File: src/rtl/fifo_sync_param_if.sv
`default_nettype none
// ============================================================================
//  Module   : fifo_sync_param_if
//  Purpose  : Bundles the write/read handshake and status signals of
//             fifo_sync_param.
//             master : producer/consumer side (drives requests, sees status)
//             slave  : FIFO side (sees requests, drives data/status)
//  Signals  : wr_en, wr_data, rd_en, clear_flags          (master -> slave)
//             rd_data, rd_valid, full, empty, almost_full,
//             almost_empty, overflow, underflow, count     (slave -> master)
//  Revision : 1.0  initial parametrised release
// ============================================================================
interface fifo_sync_param_if #(
    parameter int WIDTH = 8,
    parameter int DEPTH = 32
);
    localparam int AW = $clog2(DEPTH);

    logic             wr_en;
    logic [WIDTH-1:0] wr_data;
    logic             rd_en;
    logic             clear_flags;
    logic [WIDTH-1:0] rd_data;
    logic             rd_valid;
    logic             full;
    logic             empty;
    logic             almost_full;
    logic             almost_empty;
    logic             overflow;
    logic             underflow;
    logic [AW:0]      count;

    modport master (
        output wr_en, wr_data, rd_en, clear_flags,
        input  rd_data, rd_valid, full, empty, almost_full, almost_empty,
               overflow, underflow, count
    );

    modport slave (
        input  wr_en, wr_data, rd_en, clear_flags,
        output rd_data, rd_valid, full, empty, almost_full, almost_empty,
               overflow, underflow, count
    );
endinterface
`default_nettype wire

File: src/rtl/fifo_sync_param.sv
`default_nettype none
// ============================================================================
//  Module   : fifo_sync_param
//  Purpose  : Parametrised single-clock FIFO with occupancy count,
//             programmable almost-full/almost-empty thresholds, sticky
//             overflow/underflow flags and simultaneous read+write.
//  Ports    : clk    - clock, all logic on rising edge
//             rst_n  - synchronous active-low reset
//             bus    - fifo_sync_param_if.slave (requests in, data/status out)
//  Params   : WIDTH, DEPTH (power of two, >=2), AF_LEVEL (1..DEPTH),
//             AE_LEVEL (0..DEPTH-1)
//  Revision : 1.0  initial parametrised release
// ============================================================================
module fifo_sync_param #(
    parameter int WIDTH    = 8,
    parameter int DEPTH    = 32,
    parameter int AF_LEVEL = 28,
    parameter int AE_LEVEL = 4
) (
    input  logic             clk,
    input  logic             rst_n,
    fifo_sync_param_if.slave bus
);
    localparam int AW = $clog2(DEPTH);

    localparam logic [AW:0] c_DEPTH_CNT = (AW+1)'(DEPTH);
    localparam logic [AW:0] c_AF_CNT    = (AW+1)'(AF_LEVEL);
    localparam logic [AW:0] c_AE_CNT    = (AW+1)'(AE_LEVEL);

    // Storage is deliberately left without reset.
    logic [WIDTH-1:0] r_mem [DEPTH];

    logic [AW:0]      r_wr_ptr;
    logic [AW:0]      r_rd_ptr;
    logic [AW:0]      r_count;
    logic [WIDTH-1:0] r_rd_data;
    logic             r_rd_valid;
    logic             r_overflow;
    logic             r_underflow;

    logic w_empty;
    logic w_full;
    logic w_do_rd;
    logic w_do_wr;

    // Status decodes straight from the registered count.
    assign w_empty = (r_count == '0);
    assign w_full  = (r_count == c_DEPTH_CNT);

    // A read on a full FIFO frees a slot in the same cycle, so a concurrent
    // write is accepted. A read on an empty FIFO is never accepted, so there
    // is no write-to-read fall-through.
    assign w_do_rd = bus.rd_en & ~w_empty;
    assign w_do_wr = bus.wr_en & (~w_full | w_do_rd);

    // Storage write; reset suppresses it so a reset cycle leaves memory alone.
    always_ff @(posedge clk) begin
        if (rst_n && w_do_wr) begin
            r_mem[r_wr_ptr[AW-1:0]] <= bus.wr_data;
        end
    end

    // Pointers carry one extra bit and wrap modulo 2^(AW+1); only the low AW
    // bits address the array.
    always_ff @(posedge clk) begin
        if (!rst_n) begin
            r_wr_ptr <= '0;
            r_rd_ptr <= '0;
        end else begin
            if (w_do_wr) begin
                r_wr_ptr <= r_wr_ptr + 1'b1;
            end
            if (w_do_rd) begin
                r_rd_ptr <= r_rd_ptr + 1'b1;
            end
        end
    end

    // Occupancy: simultaneous accept leaves it unchanged.
    always_ff @(posedge clk) begin
        if (!rst_n) begin
            r_count <= '0;
        end else if (w_do_wr && !w_do_rd) begin
            r_count <= r_count + 1'b1;
        end else if (w_do_rd && !w_do_wr) begin
            r_count <= r_count - 1'b1;
        end
    end

    // Registered read port; rd_data holds its last value when no read occurs.
    always_ff @(posedge clk) begin
        if (!rst_n) begin
            r_rd_data  <= '0;
            r_rd_valid <= 1'b0;
        end else begin
            r_rd_valid <= w_do_rd;
            if (w_do_rd) begin
                r_rd_data <= r_mem[r_rd_ptr[AW-1:0]];
            end
        end
    end

    // Sticky error flags; a new error event overrides clear_flags.
    always_ff @(posedge clk) begin
        if (!rst_n) begin
            r_overflow  <= 1'b0;
            r_underflow <= 1'b0;
        end else begin
            r_overflow  <= (bus.wr_en & ~w_do_wr) | (r_overflow  & ~bus.clear_flags);
            r_underflow <= (bus.rd_en & w_empty)  | (r_underflow & ~bus.clear_flags);
        end
    end

    assign bus.rd_data      = r_rd_data;
    assign bus.rd_valid     = r_rd_valid;
    assign bus.full         = w_full;
    assign bus.empty        = w_empty;
    assign bus.almost_full  = (r_count >= c_AF_CNT);
    assign bus.almost_empty = (r_count <= c_AE_CNT);
    assign bus.overflow     = r_overflow;
    assign bus.underflow    = r_underflow;
    assign bus.count        = r_count;

endmodule
`default_nettype wire

File: src/flat_wrapper.sv
// flat-port wrapper written by rule: the top's interface ports become plain ports
module fifo_sync_param_flat 
#(
    parameter int WIDTH    = 8,
    parameter int DEPTH    = 32,
    parameter int AF_LEVEL = 28,
    parameter int AE_LEVEL = 4
)
  (clk, rst_n, bus_wr_en, bus_wr_data, bus_rd_en, bus_clear_flags, bus_rd_data, bus_rd_valid, bus_full, bus_empty, bus_almost_full, bus_almost_empty, bus_overflow, bus_underflow, bus_count);
  fifo_sync_param_if #(.WIDTH(WIDTH), .DEPTH(DEPTH)) bus_i ();
  input  logic clk;
  input  logic rst_n;
  input wire logic [$bits(bus_i.wr_en)-1:0] bus_wr_en;
  input wire logic [$bits(bus_i.wr_data)-1:0] bus_wr_data;
  input wire logic [$bits(bus_i.rd_en)-1:0] bus_rd_en;
  input wire logic [$bits(bus_i.clear_flags)-1:0] bus_clear_flags;
  output wire logic [$bits(bus_i.rd_data)-1:0] bus_rd_data;
  output wire logic [$bits(bus_i.rd_valid)-1:0] bus_rd_valid;
  output wire logic [$bits(bus_i.full)-1:0] bus_full;
  output wire logic [$bits(bus_i.empty)-1:0] bus_empty;
  output wire logic [$bits(bus_i.almost_full)-1:0] bus_almost_full;
  output wire logic [$bits(bus_i.almost_empty)-1:0] bus_almost_empty;
  output wire logic [$bits(bus_i.overflow)-1:0] bus_overflow;
  output wire logic [$bits(bus_i.underflow)-1:0] bus_underflow;
  output wire logic [$bits(bus_i.count)-1:0] bus_count;
  assign bus_i.wr_en = bus_wr_en;
  assign bus_i.wr_data = bus_wr_data;
  assign bus_i.rd_en = bus_rd_en;
  assign bus_i.clear_flags = bus_clear_flags;
  assign bus_rd_data = bus_i.rd_data;
  assign bus_rd_valid = bus_i.rd_valid;
  assign bus_full = bus_i.full;
  assign bus_empty = bus_i.empty;
  assign bus_almost_full = bus_i.almost_full;
  assign bus_almost_empty = bus_i.almost_empty;
  assign bus_overflow = bus_i.overflow;
  assign bus_underflow = bus_i.underflow;
  assign bus_count = bus_i.count;
  fifo_sync_param #(.WIDTH(WIDTH), .DEPTH(DEPTH), .AF_LEVEL(AF_LEVEL), .AE_LEVEL(AE_LEVEL)) u_core (.clk(clk), .rst_n(rst_n), .bus(bus_i));
endmodule
File: config.mk
export PLATFORM = sky130hd
export DESIGN_NAME = fifo_sync_param_flat
export DESIGN_NICKNAME = d
export VERILOG_FILES = /design/src/rtl/fifo_sync_param_if.sv /design/src/rtl/fifo_sync_param.sv /design/src/flat_wrapper.sv
export SDC_FILE = /design/constraint.sdc
export NUM_CORES = 1
export LEC_CHECK = 0
export CAP_MARGIN = 10
export CORE_MARGIN = 3
export CORE_UTILIZATION = 34
export DETAILED_ROUTE_END_ITERATION = 10
export MAX_ROUTING_LAYER = met4
export SLEW_MARGIN = 20
export SYNTH_ARGS = -nofsm -noshare
export SYNTH_HDL_FRONTEND = slang
export SYNTH_SLANG_ARGS = --single-unit
File: constraint.sdc
create_clock -name clk -period 2.7 [get_ports clk]
set_clock_uncertainty 0.1 [all_clocks]
set_input_delay 0.54 -clock clk [delete_from_list [all_inputs] [get_ports clk]]
set_output_delay 0.54 -clock clk [all_outputs]
set_load 0.03 [all_outputs]
==> flow_metrics.py, run 1 <==
metrics = {
    "outcome": {
        "status": "completed",
    },
    "synthesis": {
        "synth_area_per_cell_um2": 17.7,
        "ys.warnings.count": 0,
        "synth_edf_count": 256,
        "synthTopCellsByCount": "edfxtp_1, mux2i_1, nor2_1",
        "synth_cells": 640,
        "synth_top_area_share_pct": 67.8,
        "yosys_most_used_dff": "edfxtp_1",
        "async_flop_share_pct": 0,
        "ys_types": 52,
        "synth.most_common_cell": "edfxtp_1",
        "ys_seq_area_share_pct": 72.6,
        "synth_area_mm2": 0.0113,
        "synthTopCellsByArea": "edfxtp_1, mux4_2, dfxtp_1, mux2i_1, nor2_1",
        "post-synth-top-area-cell": "edfxtp_1",
        "syn-num-nets": 664,
        "ys_ff_latch": 283,
    },
    "sta": {
        "worstMarginPinSlew_ns": 0.869,
        "rsz0062_at_grt": "no",
        "relSlewSlack_pct": 42.0,
        "setup_viol": 0,
        "fin_crit_sh_pct": 95.6,
        "fin_crit_ns": 2.58,
        "hold_slack_ns": 0.412,
        "hold_viol": 0,
        "drv_slew": 0,
        "setup_slack_ns": 0.119,
        "fmax_mhz": 387,
    },
    "placement": {
        "hpwl_um": 15500,
        "port_buffers": 33,
        "placement.cell_area_mm2": 0.0127,
        "gp_congestion": 0.838,
        "place_ws_ns": -0.304,
        "dp_cells": 1162,
    },
    "die": {
        "die_y_um": 189,
        "dieArea_mm2": 0.0356,
        "core_area_mm2": 0.0327,
        "fp.dieW_um": 189,
        "rows": 66,
        "initial_core_util_pct": 34.7,
        "io_pins": 34,
    },
    "cts": {
        "clock_latency_ns": 0.54,
        "ctsRootBufferMaster": "clkbuf_16",
        "cts.sink_count": 283,
        "cts_max_level": 1,
        "clk_pin_slew_ns": 0.06,
        "holdBufCountCts": 0,
        "cts_buffers": 29,
        "cts.path.max_buffers": 3,
        "cts_tree": "built",
    },
    "drt": {
        "drt_iter0_markers": 445,
        "post_drt_wl_per_cell_um": 20.1,
        "vias": 6034,
        "postRouteAntennaNets": 0,
        "drtPass1Iterations": 4,
        "wl_um": 24500,
        "drcViolationCount": 0,
        "vias_per_cell": 4.95,
    },
    "pwr": {
        "fin_total_pwr_mw": 11.8,
        "power_density_mw_per_mm2": 870,
        "peakVddDrop_v": 0.000629,
        "p_leak_nw": 4.46,
    },
    "critical_path": {
        "endpoint_kind": "output port",
        "critical_path_class": "reg -> out",
        "worstPathCellList": "nor4_4, and3_1, dlygate4sd2_1",
        "worstReg2RegStart": "u_core.bus.count[1]$_SDFFE_PN0P_",
        "slowest_delay_ns": 0.41,
        "r2r_cells": 11,
        "path_delay_family": "simple AND/OR/NAND/NOR gates",
        "cp.buffers_inverters": 1,
        "critPathRequiredTime_ns": 2.06,
        "rrSetupSlack_ns": 0.13,
        "timing.rr.end": "u_core.bus.count[4]$_SDFFE_PN0P_",
        "slowest_stage": "nor4_4",
        "worstSetupStartpointType": "flop",
        "crit_arrival_ns": 1.94,
        "cp_max_fo": 4,
    },
    "finish": {
        "n_antenna_cell": 0,
        "drive_gt1_share_pct": 23.2,
        "area_growth_syn_to_layout_pct": 20.1,
        "n_fill_cell": 2929,
        "finalNetCount": 777,
        "instances_no_fill": 1218,
        "fin_area_mm2": 0.0136,
    },
    "global_routing": {
        "grt_pass1_vias": 6159,
        "grt_overflow": 0,
        "gr-usage-all-layers_pct": 14.1,
        "grt_pass1_wl_um": 37400,
        "antenna_found_initial": 0,
        "grt_max_degree": 35,
    },
    "run": {
        "maxCapViolCount": 0,
    },
    "hold_path": {
        "min_to": "u_core.bus.rd_data[7]$_SDFFE_PN0P_",
        "min_path_cells": 1,
        "hp-start": "u_core.bus.rd_data[7]$_SDFFE_PN0P_",
        "hp-class": "reg -> reg",
    },
}
## layout by cell type, fill, tap and decap left out, types with 9 or more instances in the layout
master and instances:
a22o_1 12, a22oi_1 9, and2_1 13, buf_4 80, clkbuf_16 29, clkdlybuf4s50_1 30, dfxtp_1 24, edfxtp_1 256
ha_1 10, inv_1 10, mux2i_1 51, mux4_2 34, nand2_1 22, nor2_1 47, o21ai_0 11, o22ai_1 16
xnor2_1 10
## how the worst max path moves through the flow
stage	cells after the start	from	slack, ns	endpoint
detailed placement	12	bus_rd_en	-0.30	u_core.bus.count[5]$_SDFFE_PN0P_
finish	3	u_core.bus.count[1]$_SDFFE_PN0P_	0.12	bus_empty
CTS	3	u_core.bus.count[0]$_SDFFE_PN0P_	0.1	bus_empty
floorplan	11	u_core.bus.count[2]$_SDFFE_PN0P_	0.006	u_core.bus.count[5]$_SDFFE_PN0P_
global route	11	u_core.bus.count[1]$_SDFFE_PN0P_	0.0008	u_core.bus.count[4]$_SDFFE_PN0P_
global placement	12	bus_rd_en	-0.24	u_core.bus.count[5]$_SDFFE_PN0P_
## cells by family (layout without fill, tap and decap cells)
kind of cell	count (synthesis)	after routing	share of synthesized area, %
compound gates	78	78	4.87
xor+xnor	11	11	0.850
fa+ha+maj	11	11	1.28
buf+inv	44	180	2.21
flops	283	283	72.6
mux	91	91	12.5
simple gates	122	122	5.73
## routing by layer
| metal | wire length [um] | GRT usage [%] | part of all wire (%) | vias to the layer above |
|---|---|---|---|---|
| li1 | - | - | - | 2768 |
| met2 | 11800 | 22.8 | 48 | 155 |
| met1 | 11200 | 19.1 | 46 | 3079 |
| met3 | 1020 | 1.92 | 4.2 | 32 |
| met5 | 0 | - | 0 | - |
| met4 | 469 | 3.24 | 1.9 | 0 |
## power by group
part	leakage (nW)	total (mW)	switching, mW	internal (mW)
logic	1.47	2.89	1.48	1.41
registers	2.53	5.11	0.199	4.91
clock network	0.457	3.85	1.61	2.24
total	4.46	11.8	3.29	8.55
## flip-flops by register name (all words and copies together), names as in the netlist
register and cells:
u_core.bus.count 6, u_core.bus.overflow 1, u_core.bus.rd_data 8, u_core.bus.rd_valid 1
u_core.bus.underflow 1, u_core.r_mem 256, u_core.r_rd_ptr 5, u_core.r_wr_ptr 5
## stage by stage
stage | util, % | setup TNS (ns)
5_1_grt | 41.6 | 0
3_3_place_gp | 38.7 | -0.654
3_5_place_dp | 38.7 | -0.830
2_1_floorplan | - | 0
6_report | 41.6 | 0
4_1_cts | 41.6 | 0
## final cells by class
class	count	area, um^2	share of cell area [%]
Tap cell	442	553	4.06
Sequential cell	283	8230	60.5
Clock buffer	42	835	6.13
Multi-Input combinational cell	313	2880	21.1
Timing Repair Buffer	116	987	7.25
Clock inverter	12	92.6	0.680
Inverter	10	37.5	0.276
## timing repair
action	4_1_cts	5_1_grt
resized for setup	3	2
pin swaps	0	2
setup endpoints to repair	3	3
buffers inserted	0	2
Note: power is estimated with default switching activity, not from simulation.
==> run 2: changes to the inputs <==
- RECOVER_POWER: unset -> 50
- SKIP_LAST_GASP: unset -> 1
==> flow_metrics.py, run 2 (synthesis gave the netlist of run 1 again) <==
metrics = {
    "finish": {
        "area_growth_syn_to_layout_pct": 19.8,
        "final_common_cell": "edfxtp_1",
        "finalNetCount": 777,
        "n_antenna_cell": 0,
        "drive_gt1_share_pct": 22.0,
        "mostFrequentLayoutCells": "edfxtp_1, buf_4, mux2i_1",
        "largest_reg_flops": 256,
    },
    "global_routing": {
        "grt_overflow": 0,
        "antenna_found_initial": 0,
        "met1_usage_pct": 19.1,
        "top_usage_layer": "met2",
        "met2_usage_pct": 22.8,
        "grt_pass1_vias": 6159,
        "grt_max_degree": 35,
        "met3_usage_pct": 1.92,
        "grt_pass1_wl_um": 37400,
        "gr-usage-all-layers_pct": 14.1,
    },
    "sta": {
        "setup_viol": 0,
        "hold_viol": 0,
        "rsz0062_at_grt": "no",
        "hold_slack_ns": 0.413,
        "drv_slew": 198,
        "fmax_mhz": 389,
        "fin_crit_sh_pct": 95.2,
        "relSlewSlack_pct": -12.6,
        "worstMarginPinSlew_ns": 1.69,
        "fin_crit_ns": 2.57,
    },
    "drt": {
        "drt_iter0_markers": 443,
        "drtPass1Iterations": 5,
        "vias": 6061,
        "wl_um": 24400,
        "drcViolationCount": 0,
        "post_drt_wl_per_cell_um": 20.0,
        "vias_per_cell": 4.98,
        "postRouteAntennaNets": 0,
    },
    "placement": {
        "gp_congestion": 0.838,
        "port_buffers": 33,
        "hpwl_um": 15500,
    },
    "critical_path": {
        "endpoint_kind": "output port",
        "rrSetupSlack_ns": 0.13,
        "worstReg2RegStart": "u_core.bus.count[1]$_SDFFE_PN0P_",
        "worstSetupStartpointType": "flop",
        "cp_max_fo": 4,
        "crit_arrival_ns": 1.93,
        "timing.rr.end": "u_core.bus.count[4]$_SDFFE_PN0P_",
        "slowest_stage": "nor4_4",
        "slowest_delay_ns": 0.41,
        "r2r_cells": 11,
        "critical_path_class": "reg -> out",
        "worstPathCellList": "nor4_4, and3_1, dlygate4sd2_1",
        "critPathRequiredTime_ns": 2.06,
    },
    "cts": {
        "ctsRootBufferMaster": "clkbuf_16",
        "cts.path.max_buffers": 3,
        "cts_buffers": 29,
        "clk_pin_slew_ns": 0.06,
        "cts.sink_count": 283,
        "cts_max_level": 1,
        "clock_latency_ns": 0.54,
        "cts_tree": "built",
    },
    "die": {
        "die_y_um": 189,
        "initial_core_util_pct": 34.7,
        "dieArea_mm2": 0.0356,
        "core_area_mm2": 0.0327,
        "io_pins": 34,
        "rows": 66,
        "fp.dieW_um": 189,
    },
    "outcome": {
        "status": "complete, but fails checks",
        "violations": "capacitance limit, slew limit",
    },
    "pwr": {
        "power_density_mw_per_mm2": 871,
        "peakVddDrop_v": 0.000621,
        "p_leak_nw": 4.42,
        "fin_total_pwr_mw": 11.8,
    },
    "hold_path": {
        "hp-class": "reg -> reg",
        "min_to": "u_core.bus.rd_data[7]$_SDFFE_PN0P_",
        "hp-start": "u_core.bus.rd_data[7]$_SDFFE_PN0P_",
        "min_path_cells": 1,
    },
    "run": {
        "maxCapViolCount": 6,
    },
}
[run 2: worst max path at each step]
stage                                           from                                to  cells past startpoint  slack (ns)
detailed placement                         bus_rd_en  u_core.bus.count[5]$_SDFFE_PN0P_                     12       -0.30
global route        u_core.bus.count[1]$_SDFFE_PN0P_  u_core.bus.count[4]$_SDFFE_PN0P_                     11       0.003
CTS                 u_core.bus.count[0]$_SDFFE_PN0P_                         bus_empty                      3         0.1
floorplan           u_core.bus.count[2]$_SDFFE_PN0P_  u_core.bus.count[5]$_SDFFE_PN0P_                     11       0.006
finish              u_core.bus.count[1]$_SDFFE_PN0P_                          bus_full                      3        0.13
global placement                           bus_rd_en  u_core.bus.count[5]$_SDFFE_PN0P_                     12       -0.24
[run 2: worst max-delay path: cells and delay by family, from the launching register on]
family,cells,cell delay [ns]
simple gates,2,0.64
flops,1,0.34
buf+inv,1,0.41
[run 2: area by class of cell]
cell class                 count  area [um^2]
clock buffer                  42          835
clock inverter                12         92.6
fill                        2937        19100
inverter                      10         37.5
multi-input combinational    313         2880
sequential                   283         8230
tap                          442          553
timing repair buffer         116          953
[run 2: where the power goes]
group          internal [mW]  leakage, nW  switching (mW)
combinational           1.40         1.44            1.48
clock                   2.24        0.457            1.60
sequential              4.92         2.53           0.200
[run 2: timing repair]
action	4_1_cts	5_1_grt
pin swaps	0	2
setup endpoints to repair	3	3
hold buffers	0	0
hold endpoints to repair	0	0
gates resized for setup	3	2
buffers inserted	0	2
[run 2: through the flow]
stage          utilization, %  setup TNS [ns]  instances  setup slack, ns  area (um^2)
2_1_floorplan               -               0        640          0.00561        11300
3_3_place_gp             38.7          -0.654       1162           -0.239        12700
3_5_place_dp             38.7          -0.830       1162           -0.304        12700
4_1_cts                  41.6               0       1216           0.0967        13600
5_1_grt                  41.5               0       1218          0.00314        13600
6_report                 41.5               0       1218            0.129        13600
[run 2: layer usage]
metal | vias to the layer above | wire (um)
met1 | 3107 | 11200
met3 | 34 | 925
met4 | 0 | 501
li1 | 2769 | -
met2 | 151 | 11800
met5 | - | 0
==> run 3: changes to the inputs <==
- CORE_UTILIZATION: 34 -> 25
==> flow_metrics.py, run 3 (synthesis gave the netlist of run 1 again) <==
metrics = {
    "global_routing": {
        "grt_pass1_vias": 6111,
        "antenna_found_initial": 0,
        "grt_pass1_wl_um": 38400,
        "grt_overflow": 0,
        "gr-usage-all-layers_pct": 10.9,
        "grt_max_degree": 37,
    },
    "pwr": {
        "pwr-share-seq_pct": 44.1,
        "peakVddDrop_v": 0.000609,
        "netSwitchingFraction_pct": 28.1,
        "p_int_mw": 8.29,
        "clkPwrFrac_pct": 31.2,
        "power_density_mw_per_mm2": 846,
        "fin_total_pwr_mw": 11.5,
        "power_frac_comb_pct": 24.6,
        "switching_power_mw": 3.24,
        "p_leak_nw": 4.35,
    },
    "hold_path": {
        "hp-class": "reg -> reg",
        "min_path_cells": 1,
        "hp-start": "u_core.bus.rd_data[2]$_SDFFE_PN0P_",
    },
    "die": {
        "dieArea_mm2": 0.0480,
        "core_area_mm2": 0.0445,
        "fp.dieW_um": 219,
        "io_pins": 34,
        "die_y_um": 219,
        "rows": 77,
        "initial_core_util_pct": 25.5,
    },
    "critical_path": {
        "cp_max_fo": 8,
        "worstPathCellList": "clkdlybuf4s50_1, inv_1, a41oi_1, clkbuf_1, and2_0, nand2_1, buf_4, nor2_1, clkbuf_1",
        "critPathRequiredTime_ns": 2.81,
        "path_delay_family": "buffers and inverters",
        "cp.buffers_inverters": 5,
        "endpoint_kind": "flop",
        "crit_path_start": "bus_rd_en",
        "crit_arrival_ns": 2.65,
        "slowest_stage": "clkdlybuf4s50_1",
        "worstSetupStartpointType": "input pin",
        "worstSetupPathDepth": 9,
        "critical_path_class": "in -> reg",
        "crit_top_cell": "clkbuf_1",
        "worstReg2RegStart": "u_core.bus.count[1]$_SDFFE_PN0P_",
        "slowest_delay_ns": 0.48,
        "r2r_cells": 11,
    },
    "cts": {
        "clk_pin_slew_ns": 0.06,
        "cts_tree": "built",
        "holdBufCountCts": 0,
        "cts.path.max_buffers": 3,
        "post_cts_buffers": 0,
        "clock_latency_ns": 0.54,
        "cts.sink_count": 283,
        "ctsRootBufferMaster": "clkbuf_16",
        "cts_buffers": 27,
        "cts_max_level": 1,
    },
    "finish": {
        "final_common_cell": "edfxtp_1",
        "mostFrequentLayoutCells": "edfxtp_1, buf_4, mux2i_1",
        "largest_reg_flops": 256,
        "finalNetCount": 773,
        "drive_gt1_share_pct": 20.5,
        "utilization_pct": 30.6,
        "area_growth_syn_to_layout_pct": 20.2,
    },
    "drt": {
        "post_drt_wl_per_cell_um": 18.6,
        "drcViolationCount": 0,
        "vias_per_cell": 4.47,
        "vias": 6077,
        "drt_iter0_markers": 554,
        "wl_um": 25300,
        "postRouteAntennaNets": 0,
        "drtPass1Iterations": 5,
    },
    "sta": {
        "fin_crit_ns": 2.54,
        "hold_slack_ns": 0.399,
        "relSlewSlack_pct": -6.73,
        "hold_viol": 0,
        "drv_slew": 198,
        "rsz0062_at_grt": "no",
        "worstMarginPinSlew_ns": 1.60,
        "setup_viol": 0,
        "fmax_mhz": 394,
        "fin_crit_sh_pct": 94.0,
    },
    "placement": {
        "hpwl_um": 16100,
        "port_buffers": 33,
        "gp_congestion": 0.784,
    },
    "outcome": {
        "violations": "capacitance limit, slew limit",
        "status": "complete, but fails checks",
    },
    "run": {
        "maxCapViolCount": 6,
    },
}
[run 3: cell count changes in the layout (fill, tap and decap cells not counted), moves of 2 or more]
cell / delta
buf_4: -6
and2_0: +5
and2_1: -5
clkbuf_8: -5
clkinv_1: +5
clkinv_2: -4
clkbuf_2: +3
clkbuf_16: -2
clkinvlp_4: -2
[run 3: what timing repair did]
item,4_1_cts,5_1_grt
pin swaps,0,1
setup endpoints to repair,3,3
resized for setup,3,4
[run 3: layer usage]
| metal | part of all wire [%] | global-route usage (%) |
|---|---|---|
| met1 | 46 | 15.5 |
| met4 | 1.8 | 2.38 |
| met5 | 0 | - |
| met2 | 46 | 16.6 |
| met3 | 5.7 | 1.52 |
[run 3: cell type report]
type,instances,area (um^2)
clock buffers,34,712
multi-input cells,313,2870
repair buffers,114,923
diodes,1,2.50
clock inverters,13,115
inverters,10,37.5
well taps,592,741
flip-flops and latches,283,8240
fillers,4396,30900
[run 3: final timing paths]
kind | endpoint | slack, ns
min reg2reg | u_core.bus.rd_data[2]$_SDFFE_PN0P_ | 0.40
max | u_core.r_mem[2][3]$_DFFE_PP_ | 0.16
min | u_core.bus.rd_data[2]$_SDFFE_PN0P_ | 0.40
max reg2reg | u_core.bus.count[4]$_SDFFE_PN0P_ | 0.20
[run 3: power groups by stage]
stage / registers [mW] / clock network, mW / logic, mW
3_3_place_gp: 5.18 / 0 / 2.88
5_1_grt: 5.11 / 3.87 / 3.07
2_1_floorplan: 5.28 / 0 / 1.84
6_report: 5.09 / 3.60 / 2.84
4_1_cts: 5.09 / 3.69 / 2.90
3_5_place_dp: 5.18 / 0 / 2.90
[run 3: through the flow]
step | std cells | worst slack (ns) | instance area, um^2 | TNS [ns]
after floorplan | 640 | 0.00561 | 11300 | 0
after global placement | 1312 | -0.309 | 12900 | -0.885
after detailed placement | 1312 | -0.391 | 12900 | -1.14
after CTS | 1359 | 0.0530 | 13700 | 0
after global routing | 1359 | 0.00598 | 13600 | 0
final | 1360 | 0.161 | 13600 | 0
